$ cat src/rtl/store_retire_buffer.sv
// store_retire_buffer: in-order retired-store FIFO draining to Dmem with store-to-load forwarding
`ifndef XLEN
`define XLEN 32
`endif
module store_retire_buffer #(
  parameter int SB_DEPTH = 8,
  parameter bit SB_FULL_PRIO = 1'b1
) (
  input  logic              clock,
  input  logic              reset,
  input  logic [1:0]        store2Dmem_command,
  input  logic [1:0]        store2Dmem_size,
  input  logic [`XLEN-1:0]  store2Dmem_addr,
  input  logic [`XLEN-1:0]  store2Dmem_data,
  output logic              sb_full,
  output logic              sb_empty,
  input  logic              load_req,
  input  logic [`XLEN-1:0]  load_addr,
  input  logic [1:0]        load_size,
  output logic              load_grant,
  output logic              fwd_hit,
  output logic [`XLEN-1:0]  fwd_data,
  output logic              fwd_stall,
  output logic [1:0]        proc2mem_command,
  output logic [`XLEN-1:0]  proc2mem_addr,
  output logic [63:0]       proc2mem_data,
  output logic [1:0]        proc2mem_size,
  input  logic [3:0]        mem2proc_response
);
  localparam logic [1:0] BUS_NONE = 2'd0, BUS_LOAD = 2'd1, BUS_STORE = 2'd2;
  localparam logic [1:0] MEM_BYTE = 2'd0, MEM_HALF = 2'd1;
  localparam int PW = $clog2(SB_DEPTH);
  localparam int CW = PW + 1;
  typedef enum logic {SB_IDLE, SB_DRAIN} state_t;
  function automatic logic [3:0] byte_mask(input logic [1:0] size, input logic [1:0] off);
    return size == MEM_BYTE ? 4'b0001 << off : size == MEM_HALF ? 4'b0011 << off : 4'b1111;
  endfunction
  state_t state;
  logic [PW-1:0] head, tail;
  logic [CW-1:0] count, count_next;
  logic [`XLEN-1:0] ent_addr [SB_DEPTH];
  logic [`XLEN-1:0] ent_data [SB_DEPTH];
  logic [1:0] ent_size [SB_DEPTH];
  logic enq, pop, store_sel;
  logic [3:0] load_mask;
  logic [SB_DEPTH-1:0] ovl, cov;
  logic [`XLEN-1:0] shd [SB_DEPTH];
  assign enq = store2Dmem_command == BUS_STORE && !sb_full;
  assign store_sel = state == SB_DRAIN && (!load_req || (SB_FULL_PRIO && sb_full));
  assign load_grant = load_req && !store_sel;
  assign pop = store_sel && |mem2proc_response;
  assign count_next = count + CW'(enq) - CW'(pop);
  always_ff @(posedge clock) begin
    if (reset) begin
      state <= SB_IDLE;
      head <= '0;
      tail <= '0;
      count <= '0;
      sb_full <= 1'b0;
      sb_empty <= 1'b1;
    end else begin
      if (enq) begin
        ent_addr[tail] <= store2Dmem_addr;
        ent_size[tail] <= store2Dmem_size;
        ent_data[tail] <= store2Dmem_data;
        tail <= tail + PW'(1);
      end
      if (pop) head <= head + PW'(1);
      count <= count_next;
      sb_full <= count_next == CW'(SB_DEPTH);
      sb_empty <= count_next == '0;
      state <= count_next == '0 ? SB_IDLE : SB_DRAIN;
    end
  end
  assert property (@(posedge clock) disable iff (reset) !(store2Dmem_command == BUS_STORE && sb_full));
  always_comb begin
    proc2mem_command = store_sel ? BUS_STORE : load_grant ? BUS_LOAD : BUS_NONE;
    proc2mem_addr = store_sel ? ent_addr[head] : load_grant ? load_addr : '0;
    proc2mem_size = store_sel ? ent_size[head] : load_grant ? load_size : '0;
    proc2mem_data = store_sel ? 64'(ent_data[head]) : '0;
  end
  assign load_mask = byte_mask(load_size, load_addr[1:0]);
  // i is age order: 0 is the head (oldest), higher i is younger
  for (genvar i = 0; i < SB_DEPTH; i++) begin : g_fwd
    logic [PW-1:0] idx;
    logic [3:0] m;
    assign idx = head + PW'(i);
    assign m = byte_mask(ent_size[idx], ent_addr[idx][1:0]) & load_mask;
    assign ovl[i] = CW'(i) < count && ent_addr[idx][`XLEN-1:2] == load_addr[`XLEN-1:2] && |m;
    assign cov[i] = m == load_mask;
    assign shd[i] = ent_data[idx] >> {load_addr[1:0] - ent_addr[idx][1:0], 3'b000};
  end
  always_comb begin
    fwd_hit = 1'b0;
    fwd_stall = 1'b0;
    fwd_data = '0;
    for (int k = 0; k < SB_DEPTH; k++)
      if (ovl[k]) begin
        fwd_hit = cov[k];
        fwd_stall = !cov[k];
        fwd_data = cov[k] ? shd[k] : '0;
      end
  end
endmodule

$ cat config.mk
export PLATFORM = sky130hd
export DESIGN_NAME = store_retire_buffer
export DESIGN_NICKNAME = d
export VERILOG_FILES = /design/src/rtl/store_retire_buffer.sv
export SDC_FILE = /design/constraint.sdc
export NUM_CORES = 2
export LEC_CHECK = 0
export BUFFER_PORTS_ARGS = -buffer_cell sky130_fd_sc_hd__buf_2
export CAP_MARGIN = 5
export CORE_AREA = 8 8 325 327
export CTS_CLUSTER_SIZE = 20
export DETAILED_ROUTE_END_ITERATION = 10
export DIE_AREA = 0 0 333 335
export PLACE_DENSITY = 0.66
export REMOVE_ABC_BUFFERS = 1
export SLEW_MARGIN = 20
export SYNTH_ARGS = -nofsm -noshare
export SYNTH_HDL_FRONTEND = slang
export SYNTH_SLANG_ARGS = --single-unit
$ cat constraint.sdc
create_clock -name clock -period 7.4 [get_ports clock]
set_clock_uncertainty 0.1 [all_clocks]
set_input_delay 0.74 -clock clock [delete_from_list [all_inputs] [get_ports clock]]
set_output_delay 0.74 -clock clock [all_outputs]
set_load 0.05 [all_outputs]
Yosys cells after proc, flatten, opt, wreduce, memory -nomap -nowiden
Memory sizes are Yosys's and may differ from the RTL's. A register that Yosys moved wholly into a read port is not among the register bits.
Cells that the tools add are included.
- flip-flop bits (word level): 13
- bits in writable memories: 528
- output and inout bits: 137
- logic and storage cells: 214
- memories kept: 3
- memories (memory ; words ; bits a word ; read ports ; clocked after memory_dff ; wr ports ; line ; text):
    ent_addr ; 8 ; 32 ; 8 ; 1 ; 1 ; 41 ; logic [`XLEN-1:0] ent_addr [SB_DEPTH];
    ent_data ; 8 ; 32 ; 8 ; 1 ; 1 ; 42 ; logic [`XLEN-1:0] ent_data [SB_DEPTH];
    ent_size ; 8 ; 2 ; 8 ; 1 ; 1 ; 43 ; logic [1:0] ent_size [SB_DEPTH];
- add/subtract/negate cells: 18
- $lt $le $gt $ge: 8
- equal/unequal tests: 27
- shift operators: 26
- multiplexer cells: 67
- bitwise operators: 8
- reductions and logical operators: 51
- operators by type and width (cell ; count):
    $mux W32 ; 19
    $shr A32 B5 Y32 ; 8
    $eq A30 B30 Y1 ; 8
    $mux W4 ; 18
    $reduce_or A4 Y1 ; 9
    $shl A1 B2 Y4 const A ; 9
    $shl A2 B2 Y4 const A ; 9
    $and A4 B4 Y4 ; 8
    $eq A4 B4 Y1 ; 8
    $mux W1 ; 21
    $logic_and A1 B1 Y1 ; 20
    $eq A2 B1 Y1 const B ; 9
    $logic_not A2 Y1 ; 9
    $mux W3 ; 6
    $lt A3 B4 Y1 const A ; 4
    $sub A2 B2 Y2 ; 8
    $add A3 B3 Y3 const B ; 4
    $logic_not A1 Y1 ; 11
    $lt A1 B4 Y1 const A ; 2
    $lt A2 B4 Y1 const A ; 2
    $add A3 B1 Y3 const B ; 2
    $add A3 B2 Y3 const B ; 2
    $mux W2 ; 3
    $add A4 B1 Y4 ; 1
    other kinds (5) ; 5

Depth between registers and ports, before layout
An unclocked memory read counts as a cell.
- word-level depth: 15
- gate-level depth with buffers: 35
- mapped depth without buffers: 18

Worst setup path after synthesis
No wires, ideal clock.
- kind: flip-flop to output port
- from: register head[0]
- to: output fwd_data[10]
- arrival time: 7340 ps
- path slack: -780 ps
- stages on the path, launching flop included: 34
- path buffers: 18
- path through: dfxtp_1 > buf_6 > buf_6 > buf_6 > buf_4 > buf_4 > inv_2 > ha_1 > buf_2 > buf_4 > buf_2 > buf_4 > buf_4 > buf_4 > buf_2 > buf_2 > buf_2 > buf_4 > buf_4 > mux4_2 > nand2_1 > and2_1 > inv_1 > ha_1 > o211ai_1 > a21oi_1 > nor4_1 > nor4_2 > or2_1 > buf_2 > nor2_2 > clkbuf_1 > o21ai_0 > o221ai_1
- cells in the longest elaborated chain, start to end: 15
- elaborated cells between the ends (all ways): 122
- classes of those cells: add/sub: 14; eq/ne: 21; shift: 21; mux: 28; bitwise: 7; reduce/logical: 28; memory: 3
- RTL lines (element ; line ; text):
    start: declaration ; 39 ; logic [PW-1:0] head, tail;
    start signal: assignment ; 68 ; if (pop) head <= head + PW'(1);
    $add A3 B1 Y3 (*) ; 87 ; assign idx = head + PW'(i);
    named net g_fwd[1].idx[0] ; 85 ; logic [PW-1:0] idx;
    parallel branches: the longest is 7 deep, another holds $mem_v2 Z8 W32 ; n/a ;
    $mux W32 (*) (7 in series) ; 98 ; if (ovl[k]) begin
    end: declaration ; 22 ; output logic [`XLEN-1:0] fwd_data,
Mark *: on every way through the listed nets, which the timed path passes.

Final worst setup path
- from: register head[0]
- to: output fwd_data[8]
- cells in the longest elaborated chain, start to end: 15
- elaborated cells between the ends (all ways): 122
- classes of those cells: add/sub: 14; eq/ne: 21; shift: 21; mux: 28; bitwise: 7; reduce/logical: 28; memory: 3
- RTL lines (element ; line):
    parallel branches: the longest is 14 deep, another holds $mem_v2 Z8 W32 ; n/a
    $mux W32 (*) ; 98
Mark *: on every way between the ends.

==> out/metrics.cfg <==
[timing]
finalHoldViolCount = 0
period_share = 1.01
fin_hold_ws_ns = 0.208
finalSetupTns_ns = -0.0810
final-setup-viol-count = 4
slew_headroom = 0.212
worst-slew-pin-transition_ns = 1.17
clock.fmax_ghz = 0.134
layout_setup_ws_ns = -0.0453
layout_min_cycle_time_ns = 7.45
slew_viol_final = 0

[logic_synthesis]
async_flop_share = 0
avgSynthCellArea_um2 = 11.1
ys_seq_elements = 544
ys.flop_type = edfxtp_1
synth_edf_count = 528
postSynthCellCount = 4484
synth_area_mm2 = 0.0496
ys_seq_area_frac = 0.326
synth.distinct_cells = 95
ys_warn_count = 0

[worst_setup_path]
cpMostUsedCell = nand4_1
crit_path_end_kind = output port
critical_path_class = reg2out
worstPathCellList = buf_16, mux4_2, mux2i_1, xnor2_1, nand4_1, nor4_2, nand4_1, buf_4, a21oi_2, buf_12, a21boi_0, a221o_1, a221oi_1, o221ai_1, buf_2
worst-path-max-fanout = 136
required_ns = 6.56
critical_path.slowest_cell = nor4_2
crit_path_start_kind = flip-flop
arrival_ns = 6.61
max_stage_delay_ns = 0.67

[die]
core_mm2 = 0.101
start_util = 0.493
num_rows = 117
die_area_mm2 = 0.112
die_x_um = 333
num_io_pins = 246
die_h_um = 335

[routing]
drc_errors = 0
finalWirelength_mm = 205
final_antenna_net_count = 0
drt_iter0_markers = 7787
vias = 43400
firstDrtPassIters = 9
avgRoutedWirePerCell_um = 34.7
vias_per_cell = 7.35

[run_status]
violations = negative setup slack
status = finished with violations

[power_and_ir_drop]
p_total_mw = 19.8
vdd_ir_drop_max_mv = 0.227
clockPowerShare = 0.155
p_leak_nw = 18.1
switching_share = 0.496
power.internal_mw = 9.97
switchingPower_mw = 9.80
seqPwrFrac = 0.179
share_comb_of_total_power = 0.666
p_per_area_mw_per_mm2 = 362

[global_route]
grt_max_degree = 137
grt-ovfl-total = 0
antenna_found_initial = 15
grt_pass1_wl_mm = 291
track_usage = 0.352
grt_pass1_vias = 40300

[cts]
insertion_delay_ns = 0.67
cts_tree = built
cts_htree_levels = 2
postCtsHoldBufs = 0
path_clk_slew_ns = 0.06
clock_path_buffers = 3
cts_sinks = 544
cts_root_buf = clkbuf_16
cts_buffers = 60

[cells_and_area]
drive_gt1_frac = 0.251
mostFrequentLayoutCells = nand2_1 (532), edfxtp_1 (528), mux4_2 (476)
syn2layout_area_growth_pct = 10.0
layout_commonest_cell = nand2_1
final_cell_count_no_fill = 5910
final_nets = 4704

[hold_path]
hold_class = in2reg

[placed_design]
dp.cells = 5775
gp_congestion = 1.06
hpwl_mm = 149
port-buffer-count = 213

[flow_run]
cap_violations = 0

state kept, by name, summed over array words and instances, names as in the netlist, named ones only:
| signal | count |
|---|---|
| ent_size | 16 |
| sb_full | 1 |
| state | 1 |
| ent_addr | 256 |
| head | 3 |
| ent_data | 256 |
| tail | 3 |
| count | 4 |
| sb_empty | 1 |
synth_stat cells (43+ instances only):
cell	n	share of area
nand2_1	532	0.040
edfxtp_1	528	0.32
mux4_2	476	0.22
mux2i_1	469	0.095
o21ai_0	236	0.024
nor2_1	232	0.018
xnor2_1	219	0.039
clkbuf_1	176	0.013
a21oi_1	162	0.016
o211ai_1	110	0.017
buf_2	100	0.010
mux2_2	94	0.021
a22oi_1	84	0.013
nand3_1	74	0.0075
buf_1	69	0.0052
inv_1	68	0.0051
o22ai_1	68	0.0086
buf_4	62	0.0094
ha_1	53	0.013
o31ai_1	43	0.0065
critical path: cells and delay by family, from the launching register on:
kind	cells	cell delay, ns
simple gates	3	1.18
buf+inv	4	1.45
xor+xnor	1	0.40
compound gates	5	1.35
mux	2	0.93
flops	1	0.43
worst paths after layout:
path         slack [ns]               start        endpoint  depth (start not counted)
min                0.21  store2Dmem_addr[6]  ent_addr[2][6]                          1
min reg2reg        0.39             tail[1]         tail[1]                          2
max               -0.05             head[0]     fwd_data[8]                         15
max reg2reg        3.83             sb_full  ent_data[4][4]                          5
metal layers:
layer / up-vias / global-route usage / share of wire
li1: 17700 / - / -
met1: 21500 / 0.506 / 0.39
met2: 3583 / 0.497 / 0.41
met3: 565 / 0.106 / 0.14
met4: 10 / 0.140 / 0.048
met5: - / 0 / 0.00030
power groups by stage:
| stage | sequential, mW | combinational (mW) | clock, mW |
|---|---|---|---|
| 2_1_floorplan | 3.91 | 6.88 | 0 |
| 3_3_place_gp | 3.60 | 12.5 | 0 |
| 3_5_place_dp | 3.61 | 12.5 | 0 |
| 4_1_cts | 3.54 | 12.6 | 3.11 |
| 5_1_grt | 3.55 | 13.7 | 3.21 |
| 6_report | 3.55 | 13.2 | 3.06 |
repair_timing:
item                                    CTS  global route
pin swaps                                 2             1
resized for setup                         6             9
gates cloned                              0             1
endpoints found under the setup margin   24            32
setup buffers                             6             5
area by class of cell:
cell class	instances	area (um^2)
Inverter	82	310
Fill cell	8636	46100
Multi-Input combinational cell	3453	31300
Antenna cell	11	27.5
Clock buffer	67	1550
Tap cell	1309	1640
Clock inverter	44	440
Timing Repair Buffer	400	3090
Sequential cell	544	16200
logic make-up (layout without fill, tap and decap cells):
kind of cell	Yosys count	count (layout)	share of synthesized area
mux	1052	1052	0.335
flops	544	544	0.326
simple gates	1069	1069	0.0959
other cells	1	43	0.0000756
buf+inv	518	593	0.0510
compound gates	994	994	0.134
fa+ha+maj	54	54	0.0138
xor+xnor	252	252	0.0446
per-stage QoR:
stage               setup slack, ns  cell area [um^2]   util
floorplan                    -29.79             47500      -
global placement              0.394             52300  0.519
detailed placement            0.345             52300  0.519
CTS                          0.0136             54400  0.540
global route               -0.00717             54600  0.542
finish                      -0.0453             54600  0.542
Note: power is estimated with default switching activity, not from simulation.
